==> config.mk <==
export PLATFORM = sky130hd
export DESIGN_NAME = i2c_slave_reg_bank_flat
export DESIGN_NICKNAME = d
export VERILOG_FILES = /design/src/rtl/i2c_slave_reg_bank_if.sv /design/src/rtl/i2c_slave_reg_bank.sv /design/src/flat_wrapper.sv
export SDC_FILE = /design/constraint.sdc
export NUM_CORES = 1
export LEC_CHECK = 0
export ABC_CLOCK_PERIOD_IN_PS = 5100
export CAP_MARGIN = 5
export CORE_UTILIZATION = 60
export CTS_CLUSTER_DIAMETER = 150
export DETAILED_ROUTE_END_ITERATION = 8
export PLACE_DENSITY = 0.85
export SLEW_MARGIN = 20
export SYNTH_ARGS = -nofsm -noshare
export SYNTH_HDL_FRONTEND = slang
export SYNTH_SLANG_ARGS = --single-unit
==> constraint.sdc <==
create_clock -name clk -period 5.1 [get_ports clk]
set_clock_uncertainty 0.15 [all_clocks]
set_input_delay 1.02 -clock clk [delete_from_list [all_inputs] [get_ports clk]]
set_output_delay 1.02 -clock clk [all_outputs]
set_load 0.01 [all_outputs]
==> src/rtl/i2c_slave_reg_bank_if.sv <==
// Bundle of I2C_slave-side and host-side signals of the register bank.
// The slave modport is the register bank; the master modport is whatever drives it
// (the I2C_slave byte interface together with the local host logic).
interface i2c_slave_reg_bank_if #(
   parameter int ADDR_W = 4
);
   // I2C_slave byte stream
   logic [7:0]        byte_read_i;
   logic              read_write_flag_i;
   logic              byte_finish_i;
   logic              transmit_busy_i;
   logic              transmit_err_i;
   logic [7:0]        byte_write_o;
   // host access port
   logic [ADDR_W-1:0] host_addr;
   logic              host_wr_en;
   logic [7:0]        host_wdata;
   logic [7:0]        host_rdata;
   // status
   logic              reg_update;
   logic [ADDR_W-1:0] reg_update_addr;
   logic [ADDR_W-1:0] ptr_o;
   logic              bus_err;
   logic [2:0]        dbg_state;

   modport slave (
      input  byte_read_i, read_write_flag_i, byte_finish_i, transmit_busy_i, transmit_err_i,
      input  host_addr, host_wr_en, host_wdata,
      output byte_write_o, host_rdata, reg_update, reg_update_addr, ptr_o, bus_err, dbg_state
   );

   modport master (
      output byte_read_i, read_write_flag_i, byte_finish_i, transmit_busy_i, transmit_err_i,
      output host_addr, host_wr_en, host_wdata,
      input  byte_write_o, host_rdata, reg_update, reg_update_addr, ptr_o, bus_err, dbg_state
   );
endinterface

==> src/rtl/i2c_slave_reg_bank.sv <==
// Register-file back end for an I2C slave byte engine.
// Byte handshake: byte_finish_i is a single-cycle strobe; each cycle it is high
// one byte (and its ACK) is complete and byte_read_i is valid in that same cycle.
// There is no back-pressure: a byte the FSM is not ready for is simply dropped.
// In a write transaction the first byte sets the register pointer and each later
// byte is stored at the pointer, which then increments (wrapping). In a read
// transaction each completed byte advances the pointer; the byte presented for
// transmission is always regs[ptr].
module i2c_slave_reg_bank #(
   parameter int ADDR_W = 4
) (
   input  logic                  clk,
   input  logic                  rst_n,
   i2c_slave_reg_bank_if.slave   bus
);

   localparam int NREG = 2 ** ADDR_W;

   typedef enum logic [2:0] {
      ST_IDLE    = 3'd0,
      ST_GET_PTR = 3'd1,
      ST_WR_REGS = 3'd2,
      ST_SEND    = 3'd3,
      ST_DRAIN   = 3'd4
   } state_t;

   state_t            state_q, state_d;
   logic              busy_q, busy_d;
   logic [ADDR_W-1:0] ptr_q, ptr_d;
   logic              bus_err_q, bus_err_d;
   logic              reg_update_q, reg_update_d;
   logic [ADDR_W-1:0] reg_update_addr_q, reg_update_addr_d;
   logic [7:0]        regs_q [NREG];
   logic [7:0]        regs_d [NREG];

   logic              busy_rise;
   logic              bus_we;

   assign busy_rise = bus.transmit_busy_i & ~busy_q;
   assign busy_d    = bus.transmit_busy_i;

   // State register and all bank flops
   always_ff @(posedge clk) begin
      if (!rst_n) begin
         state_q           <= ST_IDLE;
         busy_q            <= 1'b0;
         ptr_q             <= '0;
         bus_err_q         <= 1'b0;
         reg_update_q      <= 1'b0;
         reg_update_addr_q <= '0;
         for (int i = 0; i < NREG; i++) begin
            regs_q[i] <= 8'h00;
         end
      end else begin
         state_q           <= state_d;
         busy_q            <= busy_d;
         ptr_q             <= ptr_d;
         bus_err_q         <= bus_err_d;
         reg_update_q      <= reg_update_d;
         reg_update_addr_q <= reg_update_addr_d;
         for (int i = 0; i < NREG; i++) begin
            regs_q[i] <= regs_d[i];
         end
      end
   end

   // Transaction FSM: busy low beats error, error beats a same-cycle byte
   always_comb begin
      state_d           = state_q;
      ptr_d             = ptr_q;
      bus_err_d         = bus_err_q;
      reg_update_d      = 1'b0;
      reg_update_addr_d = reg_update_addr_q;
      bus_we            = 1'b0;

      case (state_q)
         ST_IDLE: begin
            if (busy_rise) begin
               bus_err_d = 1'b0;
               state_d   = bus.read_write_flag_i ? ST_WR_REGS_OR_PTR() : ST_SEND;
            end
         end
         ST_GET_PTR, ST_WR_REGS, ST_SEND: begin
            if (!bus.transmit_busy_i) begin
               state_d = ST_IDLE;
            end else if (bus.transmit_err_i) begin
               bus_err_d = 1'b1;
               state_d   = ST_DRAIN;
            end else if (bus.byte_finish_i) begin
               if (state_q == ST_GET_PTR) begin
                  ptr_d   = bus.byte_read_i[ADDR_W-1:0];
                  state_d = ST_WR_REGS;
               end else if (state_q == ST_WR_REGS) begin
                  bus_we            = 1'b1;
                  reg_update_d      = 1'b1;
                  reg_update_addr_d = ptr_q;
                  ptr_d             = ptr_q + 1'b1;
               end else begin
                  ptr_d = ptr_q + 1'b1;
               end
            end
         end
         ST_DRAIN: begin
            if (!bus.transmit_busy_i) begin
               state_d = ST_IDLE;
            end
         end
         default: begin
            state_d = ST_IDLE;
         end
      endcase
   end

   // A write transaction always starts by collecting the pointer byte
   function automatic state_t ST_WR_REGS_OR_PTR();
      return ST_GET_PTR;
   endfunction

   // Register write merge: host first, bus last so the bus wins on the same index
   always_comb begin
      for (int i = 0; i < NREG; i++) begin
         regs_d[i] = regs_q[i];
      end
      if (bus.host_wr_en) begin
         regs_d[bus.host_addr] = bus.host_wdata;
      end
      if (bus_we) begin
         regs_d[ptr_q] = bus.byte_read_i;
      end
   end

   assign bus.byte_write_o    = regs_q[ptr_q];
   assign bus.host_rdata      = regs_q[bus.host_addr];
   assign bus.reg_update      = reg_update_q;
   assign bus.reg_update_addr = reg_update_addr_q;
   assign bus.ptr_o           = ptr_q;
   assign bus.bus_err         = bus_err_q;
   assign bus.dbg_state       = state_q;

endmodule

==> src/flat_wrapper.sv <==
// flat-port wrapper written by rule: the top's interface ports become plain ports
module i2c_slave_reg_bank_flat 
#(
   parameter int ADDR_W = 4
)
  (clk, rst_n, bus_byte_read_i, bus_read_write_flag_i, bus_byte_finish_i, bus_transmit_busy_i, bus_transmit_err_i, bus_host_addr, bus_host_wr_en, bus_host_wdata, bus_byte_write_o, bus_host_rdata, bus_reg_update, bus_reg_update_addr, bus_ptr_o, bus_bus_err, bus_dbg_state);
  i2c_slave_reg_bank_if #(.ADDR_W(ADDR_W)) bus_i ();
  input  logic clk;
  input  logic rst_n;
  input wire logic [$bits(bus_i.byte_read_i)-1:0] bus_byte_read_i;
  input wire logic [$bits(bus_i.read_write_flag_i)-1:0] bus_read_write_flag_i;
  input wire logic [$bits(bus_i.byte_finish_i)-1:0] bus_byte_finish_i;
  input wire logic [$bits(bus_i.transmit_busy_i)-1:0] bus_transmit_busy_i;
  input wire logic [$bits(bus_i.transmit_err_i)-1:0] bus_transmit_err_i;
  input wire logic [$bits(bus_i.host_addr)-1:0] bus_host_addr;
  input wire logic [$bits(bus_i.host_wr_en)-1:0] bus_host_wr_en;
  input wire logic [$bits(bus_i.host_wdata)-1:0] bus_host_wdata;
  output wire logic [$bits(bus_i.byte_write_o)-1:0] bus_byte_write_o;
  output wire logic [$bits(bus_i.host_rdata)-1:0] bus_host_rdata;
  output wire logic [$bits(bus_i.reg_update)-1:0] bus_reg_update;
  output wire logic [$bits(bus_i.reg_update_addr)-1:0] bus_reg_update_addr;
  output wire logic [$bits(bus_i.ptr_o)-1:0] bus_ptr_o;
  output wire logic [$bits(bus_i.bus_err)-1:0] bus_bus_err;
  output wire logic [$bits(bus_i.dbg_state)-1:0] bus_dbg_state;
  assign bus_i.byte_read_i = bus_byte_read_i;
  assign bus_i.read_write_flag_i = bus_read_write_flag_i;
  assign bus_i.byte_finish_i = bus_byte_finish_i;
  assign bus_i.transmit_busy_i = bus_transmit_busy_i;
  assign bus_i.transmit_err_i = bus_transmit_err_i;
  assign bus_i.host_addr = bus_host_addr;
  assign bus_i.host_wr_en = bus_host_wr_en;
  assign bus_i.host_wdata = bus_host_wdata;
  assign bus_byte_write_o = bus_i.byte_write_o;
  assign bus_host_rdata = bus_i.host_rdata;
  assign bus_reg_update = bus_i.reg_update;
  assign bus_reg_update_addr = bus_i.reg_update_addr;
  assign bus_ptr_o = bus_i.ptr_o;
  assign bus_bus_err = bus_i.bus_err;
  assign bus_dbg_state = bus_i.dbg_state;
  i2c_slave_reg_bank #(.ADDR_W(ADDR_W)) u_core (.clk(clk), .rst_n(rst_n), .bus(bus_i));
endmodule
== Word-level counts from Yosys, hierarchy flattened ==
Memories as Yosys holds them, arrays and structs flattened. A register that Yosys moved wholly into a read port is not among the register bits.
Cells that the tools add are included.
Storage, ports and cells
  register bits after elaboration: 14
  memory bits (writable): 128
  bits of input ports: 27
  output and inout bits: 29
  word-level logic and storage cells: 100
  memories: 1
Operators by class
  add/sub/neg operators: 1
  order comparisons: 4
  equality and inequality tests: 10
  multiplexer cells: 47
  bitwise gates (word level): 22
  reduce and logical (&&, ||, !) cells: 9
Memories
  u_core.regs_q: words 16, bits a word 8, rd ports 18, clocked after memory_dff 1, write ports 16, line i2c_slave_reg_bank.sv:33  | logic [7:0] regs_q [NREG];
Operators with widths (count)
  $bwmux W128: 2
  $mux W128: 2
  $mux W8: 18
  $demux W8 S4: 2
  $mux W3: 6
  $or A1 B1 Y1: 16
  $mux W4: 3
  $reduce_and A4 Y1: 3
  $mux W1: 11
  $ge A5 B5 Y1 const B: 2
  $lt A5 B1 Y1 const B: 2
  $not A4 Y5: 2
  $pmux W3 S3: 1
  $eq A3 B2 Y1 const B: 2
  $ne A2 B2 Y1 const B: 3
  $reduce_and A6 Y1: 1
  $add A4 B1 Y4 const B: 1
  $ne A4 B3 Y1 const B: 1
  $ne A4 B4 Y1 const B: 1
  $eq A3 B1 Y1 const B: 1
  $eq A3 B3 Y1 const B: 1
  $logic_not A3 Y1: 1
  $not A1 Y1: 3
  $reduce_or A3 Y1: 1
  6 further kinds: 7

== Logic depth before layout (Yosys ltp) ==
Gate-level depths: netlist of the first run.
  word-level depth: 10
  gate-level depth with buffers: 7
  gate-level depth less buffers: 5

== Worst setup path before layout of the first run ==
No wires, ideal clock.
  kind: input-to-output
  start: in bus_host_addr[0]
  end: out bus_host_rdata[0]
  data arrival time: 2191 ps
  data required time: 3930 ps
  setup slack: 1739 ps
  stages on the path: 5
  path buffers: 2
  path through: buf_4 > buf_4 > mux4_2 > a22oi_1 > nand2_1
On the way
  longest elaborated chain between the ends: 1
Ends and longest elaborated chain
  start: declaration: line flat_wrapper.sv:15  | input wire logic [$bits(bus_i.host_addr)-1:0] bus_host_addr;
  $mem_v2 Z16 W8
  end: declaration: line flat_wrapper.sv:19  | output wire logic [$bits(bus_i.host_rdata)-1:0] bus_host_rdata;
No other way between the ends.

== Final worst setup path of the first run ==
  start: in bus_host_addr[3]
  end: out bus_host_rdata[0]
Same word-level chain as after synthesis.

==> run summary, run 1 <==
MIN PATH
-------------------------------------------------------------------------------------
Hold-critical path depth                                                            2
HP Class                                                                 flop to flop

TIMING
-------------------------------------------------------------------------------------
Total Negative Setup Slacks                                                      0 ps
Number of hold-slack violations in the final timing report                          0
Highest attainable clock frequency                                            228 MHz
Headroom to the max-slew limit                                                  26.8%
Worst hold slack across all endpoints                                          320 ps
Setup repair after global routing missed its margin                             false
Transition time at the pin with the least slew margin                         1090 ps
Pins Over Slew Limit                                                                0
Post-route fraction of the period consumed by the critical path                 85.9%
Fin crit period                                                               4380 ps
Endpoints failing setup                                                             0

POWER AND IR DROP
-------------------------------------------------------------------------------------
PD cells                                                                  291 nW/um^2
Leakage power figure                                                          2.96 nW
Worst supply voltage drop on vdd                                             0.257 mV

SYNTH
-------------------------------------------------------------------------------------
Adder-Cell Fraction of Synth Area                                              0.578%
Combinational family with the most area after synthesis                  simple AND/OR/NAND/NOR gates
Mux share of post-synthesis cell area                                           16.9%
Count of cell types in the netlist                                                 46
Simple-gate share of the synthesized area                                       22.0%
Complex-gate fraction of the synthesized area                                   20.9%
Synth warn                                                                          0
Synthesized area                                                           8660 sq um
Yosys reg bits                                                                    146
Top cells by area, synth                                                 sky130_fd_sc_hd__dfxtp_1, sky130_fd_sc_hd__mux4_2, sky130_fd_sc_hd__nand2_1, sky130_fd_sc_hd__a31oi_1, sky130_fd_sc_hd__o21ai_1
Cell type with the largest total area after synthesis                    sky130_fd_sc_hd__dfxtp_1
Net count after synthesis                                                        1035
Proportion of synthesized chip area in sequential cells                         33.7%
Mean post-synth cell area                                                  8.63 sq um
Post-Synth XOR/XNOR Area                                                           0%
Syn Inst Count                                                                   1004
Portion of synthesized cell area occupied by the leading cell type              33.7%

GLOBAL ROUTING
-------------------------------------------------------------------------------------
Initial antenna violation count                                                     0
Maximum number of pins on one net before global-route repair                       68
Global route total overflow                                                         0
First-pass GRT wire length                                                   44500 um
Via count of the first global-routing pass                                       7869
Global-route total usage across every layer                                     39.9%

PLACE
-------------------------------------------------------------------------------------
IO buf count                                                                       55
Placed wire-length estimate                                                  18600 um
Routability congestion estimate from global placement                           0.975

FLOW RUN
-------------------------------------------------------------------------------------
Max cap viols                                                                       0

CELLS AND AREA
-------------------------------------------------------------------------------------
Most frequent standard cell in the layout excluding fill and tap cells   sky130_fd_sc_hd__nand2_1
Number of nets in the finished design                                            1026
Most frequent cells in the layout                                        sky130_fd_sc_hd__nand2_1, sky130_fd_sc_hd__dfxtp_1, sky130_fd_sc_hd__a31oi_1, sky130_fd_sc_hd__o21ai_1, sky130_fd_sc_hd__mux4_2
Synthesis-to-finish area growth                                                 11.2%
ANT cells                                                                           0
Share of cells above drive strength 1                                           13.3%

FLOORPLANNING
-------------------------------------------------------------------------------------
Horiz. Die Dim                                                                 122 um
Die outline height                                                             122 um
Standard cell core area                                                   14000 sq um
Placement Rows                                                                     43
Total I/O pin count                                                                56
Initial Util                                                                    61.9%
Floorplan die area                                                        14900 sq um

CRITICAL PATH
-------------------------------------------------------------------------------------
Setup CP Type                                                            input pin to output port
Count of cells along the worst register-to-register path                            4
Required time of the worst setup path                                         3930 ps
Kind of start point of the critical path                                    input pin
Maximum fanout encountered on the critical timing path                             12
Worst endpoint data arrival time                                              3210 ps
Kind of end point of the critical path                                    output port

STATUS
-------------------------------------------------------------------------------------
Run status                                                               finished clean

DRT
-------------------------------------------------------------------------------------
First-iteration detailed-routing DRC count                                       1610
Total length of routed wires                                                 28700 um
Pre-Repair DR Iteration Count                                                       6
Count of unresolved DRC violations after routing                                    0
Number of routed nets with antenna violations                                       0
Via-to-Cell Ratio                                                                7.35
Wirelength per Cell                                                           24.1 um
Routed vias                                                                      8727

CLOCKING
-------------------------------------------------------------------------------------
Setup Fix Bufs, Post-CTS                                                            0
Clock root buffer                                                        sky130_fd_sc_hd__clkbuf_16
Longest Clk Path Bufs                                                               2
Deepest level of the CTS H-tree                                                     4
Clk sink count                                                                    146
Register clock-pin slew on the reported worst setup and hold paths              60 ps
Resized cells post-CTS                                                              0
Clock latency reported for the late side of the worst-skew pair                430 ps
CTS tree                                                                         done
Hold-fix buffer count after cts                                                     0
Inserted Clock Buffers                                                             17

==> registers in the layout, summed over array words and instances (netlist names), named ones only <==
signal                      cells
u_core.regs_q                 128
u_core.bus.ptr_o                4
u_core.bus.reg_update_addr      4
u_core.bus.dbg_state            3
u_core.bus.bus_err              1
u_core.bus.reg_update           1
u_core.busy_q                   1
==> layout make-up <==
type                       instances  area, sq um
multi-input combinational        763         5230
fill                            1062         4360
sequential                       146         2920
timing repair buffer              61          596
clock buffer                      21          470
tap                              180          225
clock inverter                    10          156
inverter                           6         22.5
==> report_power, final <==
part           switching, mW  total, mW  leakage [nW]  internal [mW]
clock                  0.495       1.35         0.309          0.851
combinational          0.175      0.273          1.47         0.0978
sequential            0.0246       1.18          1.18           1.16
total                  0.695       2.80          2.96           2.11
==> cell families after synthesis <==
group	count (synthesis)
AND/OR/NAND/NOR	382
AO/OA/AOI/OAI	311
flip-flops	146
buffers and inverters	95
multiplexers	66
adder cells (fa/ha/maj)	4
==> Yosys cell counts (all sizes together) <==
cell,n
a21oi,11
and3,1
and2,4
nor2,23
nand3,9
and3b,2
o22ai,1
a2111oi,1
nor2b,7
a31oi,129
clkbuf,41
mux2i,2
nand3b,2
and2b,2
a211oi,3
buf,48
nor4b,2
a31o,1
nor3b,3
nand2,292
or3b,1
o21ai,133
nand2b,5
or4b,1
ha,4
a22oi,32
dfxtp,146
mux4,64
nor3,10
nand4,17
inv,6
and4b,1
==> through the flow <==
stage / power (mW) / cells / area, sq um / util [%] / worst slack, ps
after floorplan: 1.38 / 1004 / 8660 / - / 1740
after global placement: 1.46 / 1156 / 9000 / 64.3 / 837
after detailed placement: 1.47 / 1156 / 9000 / 64.3 / 823
after CTS: 2.79 / 1187 / 9630 / 68.8 / 807
after global routing: 2.86 / 1187 / 9630 / 68.8 / 606
final: 2.80 / 1187 / 9630 / 68.8 / 718
==> routing by layer <==
metal  routed length, um  track usage, %
met1               10200            52.5
met2               12300            58.2
met3                4520            12.4
met4                1630            22.3
met5                   0               0
==> critical path, stage by stage <==
cell	delay (ps)
sky130_fd_sc_hd__clkdlybuf4s50_1	650
sky130_fd_sc_hd__nor2b_1	540
sky130_fd_sc_hd__a22oi_1	280
sky130_fd_sc_hd__nand2_1	170
sky130_fd_sc_hd__clkdlybuf4s50_1	550
==> final timing paths <==
path	slack [ps]	startpoint	endpoint
worst max-delay path	720	bus_host_addr[3]	bus_host_rdata[0]
worst min-delay path	320	u_core.bus.reg_update_addr[1]$_SDFFE_PN0P_	u_core.bus.reg_update_addr[1]$_SDFFE_PN0P_
worst max register to register	2400	u_core.bus.dbg_state[2]$_SDFFE_PN0P_	u_core.regs_q[2][3]$_SDFF_PN0_
worst min register to register	320	u_core.bus.reg_update_addr[1]$_SDFFE_PN0P_	u_core.bus.reg_update_addr[1]$_SDFFE_PN0P_
(Power assumes the default switching activity.)
==> run 2: changes to the inputs <==
--- a/config.mk
+++ b/config.mk
@@ -10,6 +10,7 @@
 export CORE_UTILIZATION = 60
 export CTS_CLUSTER_DIAMETER = 150
 export DETAILED_ROUTE_END_ITERATION = 8
+export HOLD_SLACK_MARGIN = 0.06
 export PLACE_DENSITY = 0.85
 export SLEW_MARGIN = 20
 export SYNTH_ARGS = -nofsm -noshare
==> results of run 2 <==
The final DEF is identical to that of run 1; final timing and power are the same.
==> run 3: changes to the inputs <==
--- a/config.mk
+++ b/config.mk
@@ -5,13 +5,13 @@
 export SDC_FILE = /design/constraint.sdc
 export NUM_CORES = 1
 export LEC_CHECK = 0
-export ABC_CLOCK_PERIOD_IN_PS = 5100
+export ABC_CLOCK_PERIOD_IN_PS = 3900
 export CAP_MARGIN = 5
-export CORE_UTILIZATION = 60
+export CORE_UTILIZATION = 54
 export CTS_CLUSTER_DIAMETER = 150
 export DETAILED_ROUTE_END_ITERATION = 8
 export HOLD_SLACK_MARGIN = 0.06
-export PLACE_DENSITY = 0.85
+export PLACE_DENSITY = 0.81
 export SLEW_MARGIN = 20
 export SYNTH_ARGS = -nofsm -noshare
 export SYNTH_HDL_FRONTEND = slang
==> constraint.sdc (replaced) <==
create_clock -name clk -period 3.9 [get_ports clk]
set_clock_uncertainty 0.15 [all_clocks]
set_input_delay 0.78 -clock clk [delete_from_list [all_inputs] [get_ports clk]]
set_output_delay 0.78 -clock clk [all_outputs]
set_load 0.01 [all_outputs]
==> run 3 against run 2 <==
- via count down 0.70%
- count of clock-buffer cells in the layout down 3
- routed wire length up 2.0%
- sequential cell count unchanged
- combinational power up 35%
- total power up 27%
- sequential share of layout area down 0.25 points
- critical path depth unchanged
- highest routed layer unchanged
==> run summary, run 3 (synthesized netlist as in run 1, its figures left out) <==
DRT
-------------------------------------------------------------------------------------
Pre-Repair DR Iteration Count                                                       8   +2
Routed vias                                                                      8666   -0.70%
Count of unresolved DRC violations after routing                                    0   unchanged
First-iteration detailed-routing DRC count                                       1654   +2.7%
Wirelength per Cell                                                           23.7 um   -1.6%
Via-to-Cell Ratio                                                                7.04   -4.2%
Number of routed nets with antenna violations                                       0   unchanged
Total length of routed wires                                                 29200 um   +2.0%

GLOBAL ROUTING
-------------------------------------------------------------------------------------
First-pass GRT wire length                                                   44100 um   -0.76%
Met3 usage in global routing                                                    10.6%   -1.8 points
Most congested layer reported by global routing                                  met2
Via count of the first global-routing pass                                       7754   -1.5%
Global-route total usage across every layer                                     36.0%   -3.9 points
Met1 Usage GRT                                                                  48.5%   -4.0 points
Global-route track usage on met2                                                52.6%   -5.6 points
Initial antenna violation count                                                     0   unchanged
Global route total overflow                                                         0   unchanged
Maximum number of pins on one net before global-route repair                       47   -31%

CLOCKING
-------------------------------------------------------------------------------------
CTS tree                                                                         done
Inserted Clock Buffers                                                             17   unchanged
Clock latency reported for the late side of the worst-skew pair                440 ps   about the same
Deepest level of the CTS H-tree                                                     4   unchanged
Setup Fix Bufs, Post-CTS                                                            0   unchanged
Clk sink count                                                                    146   unchanged
Longest Clk Path Bufs                                                               2   unchanged
Register clock-pin slew on the reported worst setup and hold paths              60 ps   about the same
Resized cells post-CTS                                                              0   unchanged
Clock root buffer                                                        sky130_fd_sc_hd__clkbuf_16
Hold-fix buffer count after cts                                                     0   unchanged

CELLS AND AREA
-------------------------------------------------------------------------------------
Max reg flops                                                                     128   unchanged
Register name with the most flops                                        u_core.regs_q
Final core utilization                                                          62.9%   -5.9 points
Fillers                                                                          1301   +23%
Synthesis-to-finish area growth                                                 12.1%
Most frequent cells in the layout                                        sky130_fd_sc_hd__nand2_1, sky130_fd_sc_hd__dfxtp_1, sky130_fd_sc_hd__a31oi_1, sky130_fd_sc_hd__o21ai_1, sky130_fd_sc_hd__mux4_2
Number of standard cells in the layout, taps in and fillers out                  1231   +3.7%
Number of nets in the finished design                                            1038   +1.2%
Most frequent standard cell in the layout excluding fill and tap cells   sky130_fd_sc_hd__nand2_1
Share of cells above drive strength 1                                           14.4%   +1.1 points

TIMING
-------------------------------------------------------------------------------------
Min setup slack post-route                                                     180 ps   -538 ps
Post-route fraction of the period consumed by the critical path                 95.4%
Pins Over Slew Limit                                                                0   unchanged
Setup repair after global routing missed its margin                             false
Highest attainable clock frequency                                            269 MHz
Fin crit period                                                               3720 ps
Headroom to the max-slew limit                                                  28.4%   +1.6 points
Number of hold-slack violations in the final timing report                          0   unchanged
Endpoints failing setup                                                             0   unchanged
Total Negative Setup Slacks                                                      0 ps   unchanged
Transition time at the pin with the least slew margin                         1070 ps   -24.5 ps

CRITICAL PATH
-------------------------------------------------------------------------------------
Kind of start point of the critical path                                    input pin
Maximum fanout encountered on the critical timing path                             12   unchanged
Endpoint of the most critical register-to-register path                  u_core.regs_q[2][0]$_SDFF_PN0_
Count of cells along the worst register-to-register path                            4   unchanged
Kind of end point of the critical path                                    output port
Setup CP Type                                                            input pin to output port
Worst reg2reg setup slack                                                     1660 ps   -740 ps
Launch instance of the worst register-to-register path                   u_core.bus.dbg_state[1]$_SDFFE_PN0P_
Required time of the worst setup path                                         2970 ps   -960 ps
Worst endpoint data arrival time                                              2790 ps   -420 ps

FLOORPLANNING
-------------------------------------------------------------------------------------
Placement Rows                                                                     45   +4.7%
Die outline height                                                             129 um   +5.3%
Initial Util                                                                    56.1%   -5.8 points
Horiz. Die Dim                                                                 129 um   +5.3%
Total I/O pin count                                                                56   unchanged
Standard cell core area                                                   15400 sq um   +10%
Floorplan die area                                                        16500 sq um   +11%

MIN PATH
-------------------------------------------------------------------------------------
Start point of the worst hold path                                       u_core.bus.reg_update_addr[0]$_SDFFE_PN0P_
Hold-critical path depth                                                            2   unchanged
Worst hold path endpoint                                                 u_core.bus.reg_update_addr[0]$_SDFFE_PN0P_
HP Class                                                                 flop to flop

STATUS
-------------------------------------------------------------------------------------
Run status                                                               finished clean

POWER AND IR DROP
-------------------------------------------------------------------------------------
Leakage power figure                                                          2.99 nW   +0.99%
Worst supply voltage drop on vdd                                             0.345 mV   +34%
PD cells                                                                  366 nW/um^2   +26%

PLACE
-------------------------------------------------------------------------------------
Routability congestion estimate from global placement                            1.03   +5.5%
Pre-CTS WS                                                                     253 ps   -570 ps
IO buf count                                                                       55   unchanged
Number of placed instances with taps included                                    1199   +3.7%
Placed wire-length estimate                                                  19900 um   +6.8%

FLOW RUN
-------------------------------------------------------------------------------------
Max cap viols                                                                       0   unchanged

run 3: how the worst max path moves through the flow:
| stage | start | to | slack, ps | cells after the start |
|---|---|---|---|---|
| final | bus_host_addr[3] | bus_host_rdata[1] | 180 | 5 |
| after global routing | bus_host_addr[3] | bus_host_rdata[1] | 80 | 5 |
| after CTS | bus_host_addr[3] | bus_host_rdata[1] | 260 | 5 |
| after detailed placement | bus_host_addr[3] | bus_host_rdata[1] | 250 | 5 |
| after global placement | bus_host_addr[3] | bus_host_rdata[1] | 290 | 5 |
| after floorplan | bus_host_addr[0] | bus_host_rdata[0] | 1020 | 5 |
run 3: report_power, final:
group / total, mW / internal [mW] / leakage, nW / switching, mW
Clock: 1.64 / 0.953 / 0.278 / 0.689
Sequential: 1.54 / 1.51 / 1.18 / 0.0297
Combinational: 0.368 / 0.134 / 1.53 / 0.234
run 3: layout make-up:
class	instances	area [sq um]	share of cell area, %
Sequential cell	146	2920	30.1
Antenna cell	1	2.50	0.0258
Clock inverter	13	138	1.42
Inverter	6	22.5	0.232
Clock buffer	18	439	4.52
Tap cell	211	264	2.72
Timing Repair Buffer	73	686	7.06
Multi-Input combinational cell	763	5230	53.9
run 3: metal layers:
| metal | up-vias | routed length [um] |
|---|---|---|
| met5 | - | 0 |
| met4 | 0 | 1410 |
| met3 | 136 | 4410 |
| met2 | 783 | 12400 |
| met1 | 4032 | 11000 |
| li1 | 3715 | - |
run 3: critical path, cell delays in order:
cell and delay, ps:
sky130_fd_sc_hd__clkdlybuf4s50_1 570, sky130_fd_sc_hd__nor2_1 510, sky130_fd_sc_hd__a22oi_1 210, sky130_fd_sc_hd__nand2_1 170, sky130_fd_sc_hd__clkdlybuf4s50_1 550
run 3: stage by stage:
stage	total power [mW]	area (sq um)	hold WS [ps]
finish	3.55	9710	307
global route	3.63	9710	328
CTS	3.53	9710	313
detailed placement	1.93	9130	304
global placement	1.92	9130	291
floorplan	1.81	8660	305
